**src/rtl/sys_bus_hub_if.sv**
```systemverilog
// Bus bundle between the core's sys port, the peripheral channels and the trace consumer.
interface sys_bus_hub_if #(
  parameter int unsigned DATA_W    = 32,
  parameter int unsigned ADDR_W    = 32,
  parameter int unsigned NCH       = 4,
  parameter int unsigned SPAN_LOG2 = 8
);
  logic [ADDR_W-1:0]     sys_w_addr;
  logic [DATA_W-1:0]     sys_w_line;
  logic                  sys_write;
  logic [ADDR_W-1:0]     sys_r_addr;
  logic                  sys_read;
  logic [DATA_W-1:0]     sys_r_line;
  logic                  sys_err;
  logic [NCH-1:0]        ch_write;
  logic [SPAN_LOG2-1:0]  ch_w_addr;
  logic [DATA_W-1:0]     ch_w_line;
  logic [NCH-1:0]        ch_read;
  logic [SPAN_LOG2-1:0]  ch_r_addr;
  logic [NCH*DATA_W-1:0] ch_r_line;
  logic [ADDR_W-1:0]     trace_addr;
  logic [DATA_W-1:0]     trace_line;
  logic                  trace_valid;
  logic                  trace_ready;

  // Hub side
  modport slave (
    input  sys_w_addr, sys_w_line, sys_write, sys_r_addr, sys_read, ch_r_line, trace_ready,
    output sys_r_line, sys_err, ch_write, ch_w_addr, ch_w_line, ch_read, ch_r_addr,
           trace_addr, trace_line, trace_valid
  );

  // Core / peripherals / trace consumer side
  modport master (
    output sys_w_addr, sys_w_line, sys_write, sys_r_addr, sys_read, ch_r_line, trace_ready,
    input  sys_r_line, sys_err, ch_write, ch_w_addr, ch_w_line, ch_read, ch_r_addr,
           trace_addr, trace_line, trace_valid
  );
endinterface

```
**src/rtl/sys_bus_hub.sv**
```systemverilog
// System-bus hub: decodes sys accesses into NCH channel windows plus a status window,
// registers writes and read data, and logs channel writes into a trace FIFO.
module sys_bus_hub #(
  parameter int unsigned       DATA_W     = 32,
  parameter int unsigned       ADDR_W     = 32,
  parameter int unsigned       NCH        = 4,
  parameter int unsigned       SPAN_LOG2  = 8,
  parameter logic [ADDR_W-1:0] BASE       = ADDR_W'(32'h0001_0000),
  parameter int unsigned       FIFO_DEPTH = 8
) (
  input  logic          clk,
  input  logic          rst,
  sys_bus_hub_if.slave  bus
);

  localparam int unsigned IW = ADDR_W - SPAN_LOG2;
  localparam int unsigned PW = $clog2(FIFO_DEPTH);
  localparam int unsigned CW = PW + 1;

  typedef struct packed {
    logic                 chan;
    logic                 stat;
    logic                 unm;
    logic [IW-1:0]        idx;
    logic [SPAN_LOG2-1:0] off;
  } dec_t;

  // Window decode: channels 0..NCH-1, status at NCH, anything else unmapped
  function automatic dec_t decode(input logic [ADDR_W-1:0] a);
    dec_t             d;
    logic [ADDR_W-1:0] rel;
    logic             below;
    rel    = a - BASE;
    below  = (a < BASE);
    d.idx  = rel[ADDR_W-1:SPAN_LOG2];
    d.off  = rel[SPAN_LOG2-1:0];
    d.chan = !below && (d.idx < IW'(NCH));
    d.stat = !below && (d.idx == IW'(NCH));
    d.unm  = !(d.chan || d.stat);
    return d;
  endfunction

  dec_t                 w_dec, r_dec;
  logic                 w_chan, w_unm, r_unm, stat_clr;
  logic [NCH-1:0]       w_onehot;
  logic [DATA_W-1:0]    r_sel, r_word;

  logic [ADDR_W-1:0]    mem_a [FIFO_DEPTH];
  logic [DATA_W-1:0]    mem_d [FIFO_DEPTH];
  logic [PW-1:0]        wr_ptr, rd_ptr;
  logic [CW-1:0]        count;
  logic                 full, empty, pop, accept, drop;

  logic                 ovf, ovf_n;
  logic [31:0]          drops, drops_n, errs, errs_n;
  logic [31:0]          drops_base, errs_base;
  logic [32:0]          errs_sum;
  logic [1:0]           n_unm;
  logic [31:0]          status_w;

  // Access classification for this cycle
  always_comb begin
    w_dec    = decode(bus.sys_w_addr);
    r_dec    = decode(bus.sys_r_addr);
    w_chan   = bus.sys_write && w_dec.chan;
    w_unm    = bus.sys_write && w_dec.unm;
    r_unm    = bus.sys_read && r_dec.unm;
    stat_clr = bus.sys_write && w_dec.stat && (w_dec.off == '0);
  end

  // Channel strobes and read-data select; read strobe/offset go straight out
  always_comb begin
    w_onehot      = '0;
    r_sel         = '0;
    bus.ch_read   = '0;
    bus.ch_r_addr = '0;
    for (int i = 0; i < NCH; i++) begin
      if (w_dec.idx == IW'(i) && w_chan) w_onehot[i] = 1'b1;
      if (r_dec.idx == IW'(i)) begin
        r_sel = bus.ch_r_line[i*DATA_W +: DATA_W];
        if (bus.sys_read && r_dec.chan) bus.ch_read[i] = 1'b1;
      end
    end
    if (bus.sys_read && r_dec.chan) bus.ch_r_addr = r_dec.off;
  end

  // FIFO flow control: a pop in the same cycle frees room for a push when full
  always_comb begin
    full   = (count == CW'(FIFO_DEPTH));
    empty  = (count == '0);
    pop    = !empty && bus.trace_ready;
    accept = w_chan && (!full || pop);
    drop   = w_chan && full && !pop;
  end

  // Status counters: a STATUS write clears first, this cycle's events land on top
  always_comb begin
    errs_base  = stat_clr ? '0 : errs;
    drops_base = stat_clr ? '0 : drops;
    n_unm      = {1'b0, w_unm} + {1'b0, r_unm};
    errs_sum   = {1'b0, errs_base} + 33'(n_unm);
    errs_n     = errs_sum[32] ? '1 : errs_sum[31:0];
    drops_n    = (drop && (drops_base != '1)) ? drops_base + 32'd1 : drops_base;
    ovf_n      = (stat_clr ? 1'b0 : ovf) | drop;
  end

  // Read word mux: channel data, status window registers, or zero
  always_comb begin
    status_w = {13'd0, empty, full, ovf, 16'(count)};
    r_word   = '0;
    if (r_dec.chan) begin
      r_word = r_sel;
    end else if (r_dec.stat) begin
      if (r_dec.off == SPAN_LOG2'(0))      r_word = DATA_W'(status_w);
      else if (r_dec.off == SPAN_LOG2'(1)) r_word = DATA_W'(drops);
      else if (r_dec.off == SPAN_LOG2'(2)) r_word = DATA_W'(errs);
    end
  end

  // FIFO storage; contents need no reset since count gates visibility
  always_ff @(posedge clk) begin
    if (accept) begin
      mem_a[wr_ptr] <= bus.sys_w_addr;
      mem_d[wr_ptr] <= bus.sys_w_line;
    end
  end

  // Registered bus outputs, FIFO pointers and status state
  always_ff @(posedge clk) begin
    if (rst) begin
      bus.ch_write   <= '0;
      bus.ch_w_addr  <= '0;
      bus.ch_w_line  <= '0;
      bus.sys_r_line <= '0;
      bus.sys_err    <= 1'b0;
      wr_ptr         <= '0;
      rd_ptr         <= '0;
      count          <= '0;
      ovf            <= 1'b0;
      drops          <= '0;
      errs           <= '0;
    end else begin
      bus.ch_write <= w_onehot;
      if (w_chan) begin
        bus.ch_w_addr <= w_dec.off;
        bus.ch_w_line <= bus.sys_w_line;
      end
      if (bus.sys_read) bus.sys_r_line <= r_word;
      bus.sys_err <= w_unm || r_unm;
      if (accept) wr_ptr <= wr_ptr + PW'(1);
      if (pop)    rd_ptr <= rd_ptr + PW'(1);
      count <= count + CW'(accept) - CW'(pop);
      ovf   <= ovf_n;
      drops <= drops_n;
      errs  <= errs_n;
    end
  end

  // Trace head, forced to zero while empty
  always_comb begin
    bus.trace_valid = !empty;
    bus.trace_addr  = empty ? '0 : mem_a[rd_ptr];
    bus.trace_line  = empty ? '0 : mem_d[rd_ptr];
  end

endmodule

```
**src/flat_wrapper.sv**
```systemverilog
// flat-port wrapper written by rule: the top's interface ports become plain ports
module sys_bus_hub_flat 
#(
  parameter int unsigned       DATA_W     = 32,
  parameter int unsigned       ADDR_W     = 32,
  parameter int unsigned       NCH        = 4,
  parameter int unsigned       SPAN_LOG2  = 8,
  parameter logic [ADDR_W-1:0] BASE       = ADDR_W'(32'h0001_0000),
  parameter int unsigned       FIFO_DEPTH = 8
)
  (clk, rst, bus_sys_w_addr, bus_sys_w_line, bus_sys_write, bus_sys_r_addr, bus_sys_read, bus_ch_r_line, bus_trace_ready, bus_sys_r_line, bus_sys_err, bus_ch_write, bus_ch_w_addr, bus_ch_w_line, bus_ch_read, bus_ch_r_addr, bus_trace_addr, bus_trace_line, bus_trace_valid);
  sys_bus_hub_if #(.DATA_W(DATA_W), .ADDR_W(ADDR_W), .NCH(NCH), .SPAN_LOG2(SPAN_LOG2)) bus_i ();
  input  logic clk;
  input  logic rst;
  input wire logic [$bits(bus_i.sys_w_addr)-1:0] bus_sys_w_addr;
  input wire logic [$bits(bus_i.sys_w_line)-1:0] bus_sys_w_line;
  input wire logic [$bits(bus_i.sys_write)-1:0] bus_sys_write;
  input wire logic [$bits(bus_i.sys_r_addr)-1:0] bus_sys_r_addr;
  input wire logic [$bits(bus_i.sys_read)-1:0] bus_sys_read;
  input wire logic [$bits(bus_i.ch_r_line)-1:0] bus_ch_r_line;
  input wire logic [$bits(bus_i.trace_ready)-1:0] bus_trace_ready;
  output wire logic [$bits(bus_i.sys_r_line)-1:0] bus_sys_r_line;
  output wire logic [$bits(bus_i.sys_err)-1:0] bus_sys_err;
  output wire logic [$bits(bus_i.ch_write)-1:0] bus_ch_write;
  output wire logic [$bits(bus_i.ch_w_addr)-1:0] bus_ch_w_addr;
  output wire logic [$bits(bus_i.ch_w_line)-1:0] bus_ch_w_line;
  output wire logic [$bits(bus_i.ch_read)-1:0] bus_ch_read;
  output wire logic [$bits(bus_i.ch_r_addr)-1:0] bus_ch_r_addr;
  output wire logic [$bits(bus_i.trace_addr)-1:0] bus_trace_addr;
  output wire logic [$bits(bus_i.trace_line)-1:0] bus_trace_line;
  output wire logic [$bits(bus_i.trace_valid)-1:0] bus_trace_valid;
  assign bus_i.sys_w_addr = bus_sys_w_addr;
  assign bus_i.sys_w_line = bus_sys_w_line;
  assign bus_i.sys_write = bus_sys_write;
  assign bus_i.sys_r_addr = bus_sys_r_addr;
  assign bus_i.sys_read = bus_sys_read;
  assign bus_i.ch_r_line = bus_ch_r_line;
  assign bus_i.trace_ready = bus_trace_ready;
  assign bus_sys_r_line = bus_i.sys_r_line;
  assign bus_sys_err = bus_i.sys_err;
  assign bus_ch_write = bus_i.ch_write;
  assign bus_ch_w_addr = bus_i.ch_w_addr;
  assign bus_ch_w_line = bus_i.ch_w_line;
  assign bus_ch_read = bus_i.ch_read;
  assign bus_ch_r_addr = bus_i.ch_r_addr;
  assign bus_trace_addr = bus_i.trace_addr;
  assign bus_trace_line = bus_i.trace_line;
  assign bus_trace_valid = bus_i.trace_valid;
  sys_bus_hub #(.DATA_W(DATA_W), .ADDR_W(ADDR_W), .NCH(NCH), .SPAN_LOG2(SPAN_LOG2), .BASE(BASE), .FIFO_DEPTH(FIFO_DEPTH)) u_core (.clk(clk), .rst(rst), .bus(bus_i));
endmodule
```
**config.mk**
```make
export PLATFORM = sky130hd
export DESIGN_NAME = sys_bus_hub_flat
export DESIGN_NICKNAME = d
export VERILOG_FILES = /design/src/rtl/sys_bus_hub_if.sv /design/src/rtl/sys_bus_hub.sv /design/src/flat_wrapper.sv
export SDC_FILE = /design/constraint.sdc
export NUM_CORES = 1
export LEC_CHECK = 0
export CORE_ASPECT_RATIO = 0.7
export CORE_UTILIZATION = 50
export DETAILED_ROUTE_END_ITERATION = 7
export GPL_TIMING_DRIVEN = 0
export PLACE_DENSITY = 0.74
export SLEW_MARGIN = 10
export SYNTH_ARGS = -nofsm -noshare
export SYNTH_HDL_FRONTEND = slang
export SYNTH_SLANG_ARGS = --single-unit
```
**constraint.sdc**
```tcl
create_clock -name clk -period 12.86 [get_ports clk]
set_input_delay 2.572 -clock clk [delete_from_list [all_inputs] [get_ports clk]]
set_output_delay 2.572 -clock clk [all_outputs]
set_load 0.005 [all_outputs]
```
==> results of run 1 <==
==> power groups by stage <==
stage,logic (mW),clock network [mW],registers [mW]
2_1_floorplan,0.682,0,2.38
3_3_place_gp,1.25,0,2.38
3_5_place_dp,1.27,0,2.39
4_1_cts,1.28,1.88,2.34
5_1_grt,1.37,1.97,2.34
6_report,1.26,1.86,2.34
==> path summary, 6_finish.rpt <==
| check | from | end | slack, ns | depth (start not counted) |
|---|---|---|---|---|
| min reg2reg | u_core.bus.ch_w_line[8] | u_core.bus.ch_w_line[8] | 0.45 | 2 |
| max | bus_sys_r_addr[16] | bus_ch_r_addr[0] | 4.49 | 7 |
| min | u_core.bus.ch_w_line[8] | u_core.bus.ch_w_line[8] | 0.45 | 2 |
| max reg2reg | u_core.count[2] | u_core.mem_d[0][21] | 9.51 | 10 |
==> cell type report <==
class | count | area share
repair buffers | 416 | 0.127
flip-flops and latches | 667 | 0.526
plain buffers | 101 | 0.0110
multi-input cells | 993 | 0.248
clock buffers | 81 | 0.0482
well taps | 730 | 0.0260
inverters | 23 | 0.00246
diodes | 2 | 0.000143
clock inverters | 35 | 0.0113
==> placed cells by master (no fill, tap or decap), drive strengths merged, types with 40 or more instances in the layout <==
master         netlist  layout
buf                 32      70
nor2               131     131
a22oi               40      40
nand2              138     138
nand3               48      48
a21oi              100     100
mux2i               75      75
clkdlybuf4s50        0     378
edfxtp             512     512
clkbuf              69     150
dfxtp              155     155
mux4               160     160
==> logic make-up (layout without fill, tap and decap cells) <==
logic type,count (synthesis),in the layout,share of synthesized area
simple gates,490,490,0.0884
flops,667,667,0.670
compound gates,210,210,0.0459
mux,238,238,0.159
xor+xnor,42,42,0.0133
buf+inv,124,656,0.0171
other cells,0,2,0
fa+ha+maj,13,13,0.00635
==> layer usage <==
layer	wire [um]	share of wire
met5	13	0.00017
met4	1770	0.024
met3	6330	0.085
met2	36200	0.49
met1	30100	0.40
==> worst reg2reg max path, delay by kind of cell, from the launching register on <==
family / cells / cell delay, ns
buffers and inverters: 5 / 0.93
DFF: 1 / 0.35
and+or+nand+nor: 4 / 1.57
adders and majority gates: 1 / 0.19
==> state kept, by name, summed over array words and instances, names as in the netlist, 4 cells and up, named ones only <==
name and count:
u_core.mem_a 256, u_core.mem_d 256, u_core.bus.ch_w_line 32, u_core.bus.sys_r_line 32, u_core.drops 32, u_core.errs 32
u_core.bus.ch_w_addr 8, u_core.bus.ch_write 4, u_core.count 4
==> flow_metrics.py, run 1 <==
metrics = {
    "layout": {
        "fin_nets": 2504,
        "regArea_sq_mm": 0.0185,
        "fin_util": 0.649,
        "area_growth_pct": 27.2,
        "multi_input_area_sq_mm": 0.00869,
        "drive_gt1_frac": 0.140,
        "instances_no_fill": 3048,
        "final_area_sq_mm": 0.0351,
        "fillers": 3784,
    },
    "timing": {
        "setup_viol": 0,
        "period_share": 0.651,
        "holdWs_ns": 0.452,
        "fmax_mhz": 119,
        "grt_setup_unrepaired": "false",
        "worstMarginPinSlew_ns": 1.27,
        "clock_skew_ns": 0.0306,
        "slew_headroom": 0.144,
        "report.final.slew_viol_count": 0,
        "setup_ws_ns": 4.49,
        "finalHoldViolCount": 0,
        "finalSetupTns_ns": 0,
        "min_period_ns": 8.37,
    },
    "power_and_ir_drop": {
        "combPwrFrac": 0.231,
        "clock_power_share": 0.341,
        "pwr-share-seq": 0.428,
        "finalPower_mw": 5.46,
        "peakVddDrop_mv": 0.113,
        "power.switching_mw": 1.41,
        "p_int_mw": 4.05,
        "swShare": 0.258,
        "power.density_mw_per_mm2": 156,
        "p_leak_nw": 11.0,
    },
    "synthesis": {
        "ys_warn_count": 0,
        "ys_ff_latch": 667,
        "yosysTopAreaCellShare": 0.557,
        "ys_types": 61,
        "yosysSeqAreaShare": 0.670,
        "synth_top_flop_cell": "edfxtp_1",
        "netlist_top_cells_count": "512 x edfxtp_1, 160 x mux4_2, 155 x dfxtp_1",
        "synth.cell_area_sq_mm": 0.0276,
        "syn_nets": 2025,
        "synth_top_area_cell": "edfxtp_1",
        "yosys.cell_count.top_type": "edfxtp_1",
        "synth_cells": 1784,
        "syn_area_per_cell_sq_um": 15.5,
        "synth_area_leaders": "edfxtp_1 56%, mux4_2 13%, dfxtp_1 11%",
        "synth_edf_count": 512,
        "async_flop_share": 0,
    },
    "clock_tree": {
        "cts_max_level": 2,
        "cts.clk_slew.worst_paths_ns": 0.06,
        "hold_buffers": 0,
        "cts_made_buffers": 61,
        "clock_path_buffers": 3,
        "worstSkewPairLatency_ns": 0.65,
        "cts-root-buf": "clkbuf_16",
        "post_cts_resized": 0,
        "cts_tree": "yes",
        "clkSinkCount": 667,
        "post_cts_buffers": 0,
    },
    "worst_setup_path": {
        "crit_path_max_incr_delay_ns": 0.94,
        "endpoint_kind": "output pin",
        "crit_buf_inv": 3,
        "crit_path_cell_trace": "clkdlybuf4s50_1 -> maj3_1 -> o21a_1 -> nor4_2 -> clkbuf_1 -> and2_1 -> clkdlybuf4s50_1",
        "crit_arrival_ns": 5.80,
        "worstPathMaxFanout": 10,
        "cp_top_family": "buffers and inverters",
        "setup.worst_path.start_class": "input port",
        "required_ns": 10.29,
        "cp_common_cell": "clkdlybuf4s50_1",
        "slowest_stage": "nor4_2",
        "worstSetupPathType": "input port to output pin",
    },
    "placed_design": {
        "dpl_cell_area_sq_mm": 0.0330,
        "hpwl_mm": 52.2,
        "gp_congestion": 0.919,
        "pre_cts_slack_ns": 4.51,
        "portBuffers": 378,
        "place_inst": 2930,
    },
    "global_route": {
        "antenna_found_initial": 1,
        "grt_util_met3": 0.0518,
        "grt.overflow.total": 0,
        "grt_use_met1": 0.369,
        "grt_max_degree": 22,
        "grt_pass1_wl_mm": 110,
        "track_usage": 0.266,
        "grt.busiest_layer": "met2",
        "grt_pass1_vias": 17900,
        "use_met2": 0.428,
    },
    "floorplanning": {
        "die_h_um": 199,
        "io_pins": 383,
        "die_x_um": 283,
        "core.rowCount": 71,
        "start_util": 0.510,
        "core_region_area_sq_mm": 0.0541,
        "dieArea_sq_mm": 0.0561,
    },
    "drt": {
        "postRouteAntennaNets": 0,
        "drc": 0,
        "first_pass_iters": 7,
        "routed-via-count": 18100,
        "drt_wl_total_mm": 74.4,
        "initialDrtViolationCount": 1640,
        "drt-wirelength-per-cell_um": 24.4,
        "vias_per_cell": 5.94,
    },
    "hold_path": {
        "hold_path.class": "flop to flop",
    },
    "job": {
        "cap_violations": 0,
    },
    "outcome": {
        "status": "completed",
    },
}
Note: power is estimated with default switching activity, not from simulation.
==> run 2, diff against run 1 <==
clock period = 8.1 ns   (was 12.86 ns; I/O delays follow)
==> run 2 against run 1 <==
Effect of this change:
- register-to-register slack got worse by 4.6 ns
- non-clock buffer count decreased by 9
- total power increased by 55%
- die area unchanged
- sequential power increased by 59%
- flip-flop and latch count unchanged
- critical path type unchanged
==> flow_metrics.py, run 2 (same netlist as run 1, synthesis figures left out) <==
metrics = {
    "drt": {
        "initialDrtViolationCount": 1770,
        "vias_per_cell": 5.90,
        "wl_met3_mm": 5.69,
        "wl_met1_mm": 30.2,
        "drt-wirelength-per-cell_um": 24.3,
        "highest_layer": "met4",
        "routed-via-count": 17900,
        "drc": 0,
        "postRouteAntennaNets": 0,
        "drt_wl_total_mm": 73.8,
        "wl_met2_mm": 36.2,
        "first_pass_iters": 5,
    },
    "timing": {
        "period_share": 0.817,
        "finalHoldViolCount": 0,
        "setup_viol": 0,
        "clock_skew_ns": 0.0511,
        "grt_setup_unrepaired": "false",
        "worstMarginPinSlew_ns": 1.18,
        "setup_ws_ns": 1.48,
        "report.final.slew_viol_count": 0,
        "min_period_ns": 6.62,
        "slew_headroom": 0.205,
        "fmax_mhz": 151,
    },
    "global_route": {
        "grt_pass1_vias": 17400,
        "grt_max_degree": 25,
        "track_usage": 0.263,
        "antenna_found_initial": 3,
        "grt_pass1_wl_mm": 108,
        "grt.overflow.total": 0,
    },
    "worst_setup_path": {
        "required_ns": 6.48,
        "cp-endpoint": "bus_ch_r_addr[0]",
        "cp_num_cells": 7,
        "r2r_start": "u_core.count[2]",
        "slowest_stage": "nor4_2",
        "r2r_cells": 9,
        "endpoint_kind": "output pin",
        "crit_arrival_ns": 5.00,
        "r2r_end": "u_core.mem_d[1][19]",
        "cp_common_cell": "clkdlybuf4s50_1",
        "worstSetupStartpoint": "bus_sys_r_addr[16]",
        "worstSetupPathType": "input port to output pin",
        "setup.worst_path.start_class": "input port",
        "crit_path_cell_trace": "clkdlybuf4s50_1 -> maj3_1 -> o21a_1 -> nor4_2 -> clkbuf_1 -> and2_1 -> clkdlybuf4s50_1",
        "crit_path_max_incr_delay_ns": 1.01,
        "ff2ff_setup_slack_ns": 4.88,
        "cp_top_family": "buffers and inverters",
        "crit_buf_inv": 3,
        "worstPathMaxFanout": 10,
    },
    "clock_tree": {
        "cts_made_buffers": 59,
        "clock_path_buffers": 3,
        "cts-root-buf": "clkbuf_16",
        "cts_max_level": 2,
        "worstSkewPairLatency_ns": 0.64,
        "cts.clk_slew.worst_paths_ns": 0.07,
        "post_cts_resized": 0,
        "cts_tree": "yes",
        "hold_buffers": 0,
        "clkSinkCount": 667,
        "post_cts_buffers": 0,
    },
    "layout": {
        "fin_nets": 2493,
        "final_common_cell": "edfxtp_1",
        "layout_common_cells": "512 x edfxtp_1, 378 x clkdlybuf4s50_1, 160 x mux4_2",
        "area_growth_pct": 26.5,
        "drive_gt1_frac": 0.135,
        "largestRegisters": "u_core.mem_a: 256 flops, u_core.mem_d: 256 flops",
        "final_area_sq_mm": 0.0349,
    },
    "placed_design": {
        "portBuffers": 378,
        "dpl_cell_area_sq_mm": 0.0330,
        "gp_congestion": 0.939,
        "hpwl_mm": 52.1,
        "pre_cts_slack_ns": 1.04,
    },
    "floorplanning": {
        "core.rowCount": 71,
        "start_util": 0.510,
        "die_h_um": 199,
        "die_x_um": 283,
        "core_region_area_sq_mm": 0.0541,
        "io_pins": 383,
        "dieArea_sq_mm": 0.0561,
    },
    "hold_path": {
        "hold_path.class": "flop to flop",
    },
    "job": {
        "cap_violations": 0,
    },
    "outcome": {
        "status": "completed",
    },
    "power_and_ir_drop": {
        "peakVddDrop_mv": 0.221,
        "p_leak_nw": 10.9,
        "power.density_mw_per_mm2": 243,
    },
}
-- run 2: report_power, final --
part	switching, mW	internal [mW]
Sequential	0.0170	3.69
Clock	1.24	1.53
Combinational	0.938	1.06
Total	2.20	6.29
-- run 2: layout make-up --
type                            instances  area (sq um)
Timing Repair Buffer                  407          4410
Buffer                                101           388
Sequential cell                       667         18500
Multi-Input combinational cell        993          8710
Clock inverter                         34           317
Fill cell                            3765         19200
Tap cell                              730           913
Clock buffer                           77          1600
Antenna cell                            1          2.50
Inverter                               23          86.3
-- run 2: per-layer routing --
metal / vias to the layer above / global-route usage
li1: 7936 / -
met1: 9022 / 0.368
met2: 820 / 0.429
met3: 102 / 0.0393
met4: 0 / 0.0731
met5: - / 0
-- run 2: worst register-to-register path, cell delays in order, from the launching register on --
cell	delay, ns
dfxtp_1	0.33
inv_1	0.08
ha_1	0.21
nor2b_1	0.32
nor2_1	0.17
or3_1	0.55
nor2_4	0.66
buf_16	0.24
buf_16	0.17
buf_12	0.22
-- run 2: worst min-delay path by stage --
stage	startpoint	endpoint	slack, ns	cells after the start
2_1_floorplan	u_core.ovf	u_core.ovf	0.43	2
3_3_place_gp	u_core.bus.ch_w_line[8]	u_core.bus.ch_w_line[8]	0.44	2
3_5_place_dp	u_core.bus.ch_w_line[14]	u_core.bus.ch_w_line[14]	0.45	2
4_1_cts	u_core.bus.ch_w_line[14]	u_core.bus.ch_w_line[14]	0.45	2
5_1_grt	u_core.bus.ch_w_line[8]	u_core.bus.ch_w_line[8]	0.47	2
6_report	u_core.bus.ch_w_line[14]	u_core.bus.ch_w_line[14]	0.45	2
-- run 2: stage by stage --
stage | hold slack (ns) | total power, mW | std cells | setup TNS, ns | utilization
floorplan | 0.431 | 4.86 | 1784 | 0 | -
global placement | 0.437 | 5.78 | 2892 | -1355.62 | 0.597
detailed placement | 0.445 | 5.81 | 2921 | 0 | 0.610
CTS | 0.454 | 8.56 | 3032 | 0 | 0.645
global route | 0.469 | 8.81 | 3033 | 0 | 0.645
finish | 0.452 | 8.48 | 3033 | 0 | 0.645
==> run 3, diff against run 2 <==
PLACE_DENSITY = 0.77   (was 0.74)
clock period = 5.95 ns   (was 8.1 ns; I/O delays follow)
==> run 3 against run 2 <==
Effect of this change:
- die area did not move
- final cell count about the same
- clock-buffer cell count rose by 3
- sequential power grew 36%
- final area rose by 0.55%
- register-to-register slack got worse by 2.1 ns
- combinational power grew 38%
- largest cell class unchanged
- largest power group unchanged
==> flow_metrics.py, run 3 (same netlist as run 1, synthesis figures left out) <==
metrics = {
    "drt": {
        "first_pass_iters": 5,
        "drc": 0,
        "drt-wirelength-per-cell_um": 25.1,
        "routed-via-count": 18100,
        "drt_wl_total_mm": 76.1,
        "initialDrtViolationCount": 1869,
        "vias_per_cell": 5.97,
        "postRouteAntennaNets": 0,
    },
    "floorplanning": {
        "start_util": 0.510,
        "die_h_um": 199,
        "core_region_area_sq_mm": 0.0541,
        "die_x_um": 283,
        "dieArea_sq_mm": 0.0561,
        "core.rowCount": 71,
        "io_pins": 383,
    },
    "timing": {
        "finalSetupTns_ns": 0,
        "fmax_mhz": 177,
        "grt_setup_unrepaired": "false",
        "report.final.slew_viol_count": 0,
        "setup_viol": 0,
        "period_share": 0.947,
        "finalHoldViolCount": 0,
        "holdWs_ns": 0.452,
        "min_period_ns": 5.64,
        "worstMarginPinSlew_ns": 1.16,
        "slew_headroom": 0.227,
        "clock_skew_ns": 0.0353,
    },
    "layout": {
        "final_common_cell": "edfxtp_1",
        "final_area_sq_mm": 0.0351,
        "fin_nets": 2494,
        "layout_common_cells": "512 x edfxtp_1, 377 x clkdlybuf4s50_1, 160 x mux4_2",
        "drive_gt1_frac": 0.137,
        "largestRegisters": "u_core.mem_a: 256 flops, u_core.mem_d: 256 flops",
        "area_growth_pct": 27.2,
        "fillers": 3696,
        "instances_no_fill": 3036,
    },
    "worst_setup_path": {
        "worstPathMaxFanout": 11,
        "endpoint_kind": "output pin",
        "required_ns": 4.76,
        "crit_arrival_ns": 4.45,
        "setup.worst_path.start_class": "input port",
        "worstSetupPathType": "input port to output pin",
    },
    "placed_design": {
        "dpl_cell_area_sq_mm": 0.0330,
        "portBuffers": 378,
        "gp_congestion": 0.925,
        "place_inst": 2924,
        "hpwl_mm": 53.2,
    },
    "global_route": {
        "grt_max_degree": 25,
        "track_usage": 0.269,
        "antenna_found_initial": 3,
        "grt.overflow.total": 0,
        "grt_pass1_vias": 17800,
        "grt_pass1_wl_mm": 112,
    },
    "clock_tree": {
        "cts.clk_slew.worst_paths_ns": 0.06,
        "clkSinkCount": 667,
        "hold_buffers": 0,
        "cts_max_level": 2,
        "worstSkewPairLatency_ns": 0.63,
        "clock_path_buffers": 3,
        "cts_made_buffers": 58,
        "cts_tree": "yes",
        "cts-root-buf": "clkbuf_16",
    },
    "power_and_ir_drop": {
        "p_leak_nw": 11.0,
        "power.density_mw_per_mm2": 334,
        "peakVddDrop_mv": 0.311,
        "finalPower_mw": 11.7,
    },
    "job": {
        "cap_violations": 0,
    },
    "outcome": {
        "status": "completed",
    },
    "hold_path": {
        "hold_path.class": "flop to flop",
    },
}
[run 3: worst max-delay path, cell delays in order]
cell             delay, ns
clkdlybuf4s50_1       0.44
maj3_1                0.36
o21a_1                0.20
nor4_2                0.94
clkbuf_1              0.50
and2_1                0.28
clkdlybuf4s50_1       0.53
[run 3: cell type report]
| class | instances | area (sq um) | share of cell area |
|---|---|---|---|
| sequential | 667 | 18500 | 0.526 |
| multi-input combinational | 993 | 8760 | 0.250 |
| timing repair buffer | 410 | 4470 | 0.127 |
| clock buffer | 80 | 1640 | 0.0466 |
| tap | 730 | 913 | 0.0260 |
| buffer | 100 | 384 | 0.0109 |
| clock inverter | 29 | 350 | 0.00998 |
| inverter | 23 | 86.3 | 0.00246 |
| antenna | 4 | 10.0 | 0.000285 |
[run 3: where the power goes]
| part | switching, mW | total (mW) | internal [mW] |
|---|---|---|---|
| sequential | 0.0256 | 5.05 | 5.03 |
| clock | 1.69 | 3.92 | 2.23 |
| combinational | 1.32 | 2.76 | 1.44 |
| total | 3.04 | 11.7 | 8.70 |
[run 3: path summary, 6_finish.rpt]
path	from	to	slack, ns	depth (start not counted)
min	u_core.bus.ch_w_line[21]	u_core.bus.ch_w_line[21]	0.45	2
max reg2reg	u_core.drops[12]	u_core.drops[31]	2.82	7
min reg2reg	u_core.bus.ch_w_line[21]	u_core.bus.ch_w_line[21]	0.45	2
max	bus_sys_r_addr[16]	bus_ch_r_addr[0]	0.31	7
[run 3: timing repair]
item | CTS | global route
endpoints found under the setup margin | 13 | 22
cloned | 0 | 0
setup buffers | 0 | 0
pin swaps | 0 | 0
gates resized for setup | 3 | 8
[run 3: metal layers]
metal	share of wire	vias up	wire, um	track usage
met4	0.016	0	1250	0.0519
li1	-	7919	-	-
met1	0.43	9296	32500	0.403
met3	0.085	88	6460	0.0503
met5	0	-	0	0
met2	0.47	837	35900	0.415
[run 3: per-stage QoR]
stage / setup slack [ns] / utilization
global placement: -4.47 / 0.597
CTS: 0.0872 / 0.648
global route: 0.103 / 0.649
finish: 0.313 / 0.649
detailed placement: -0.807 / 0.611
floorplan: -0.108 / -
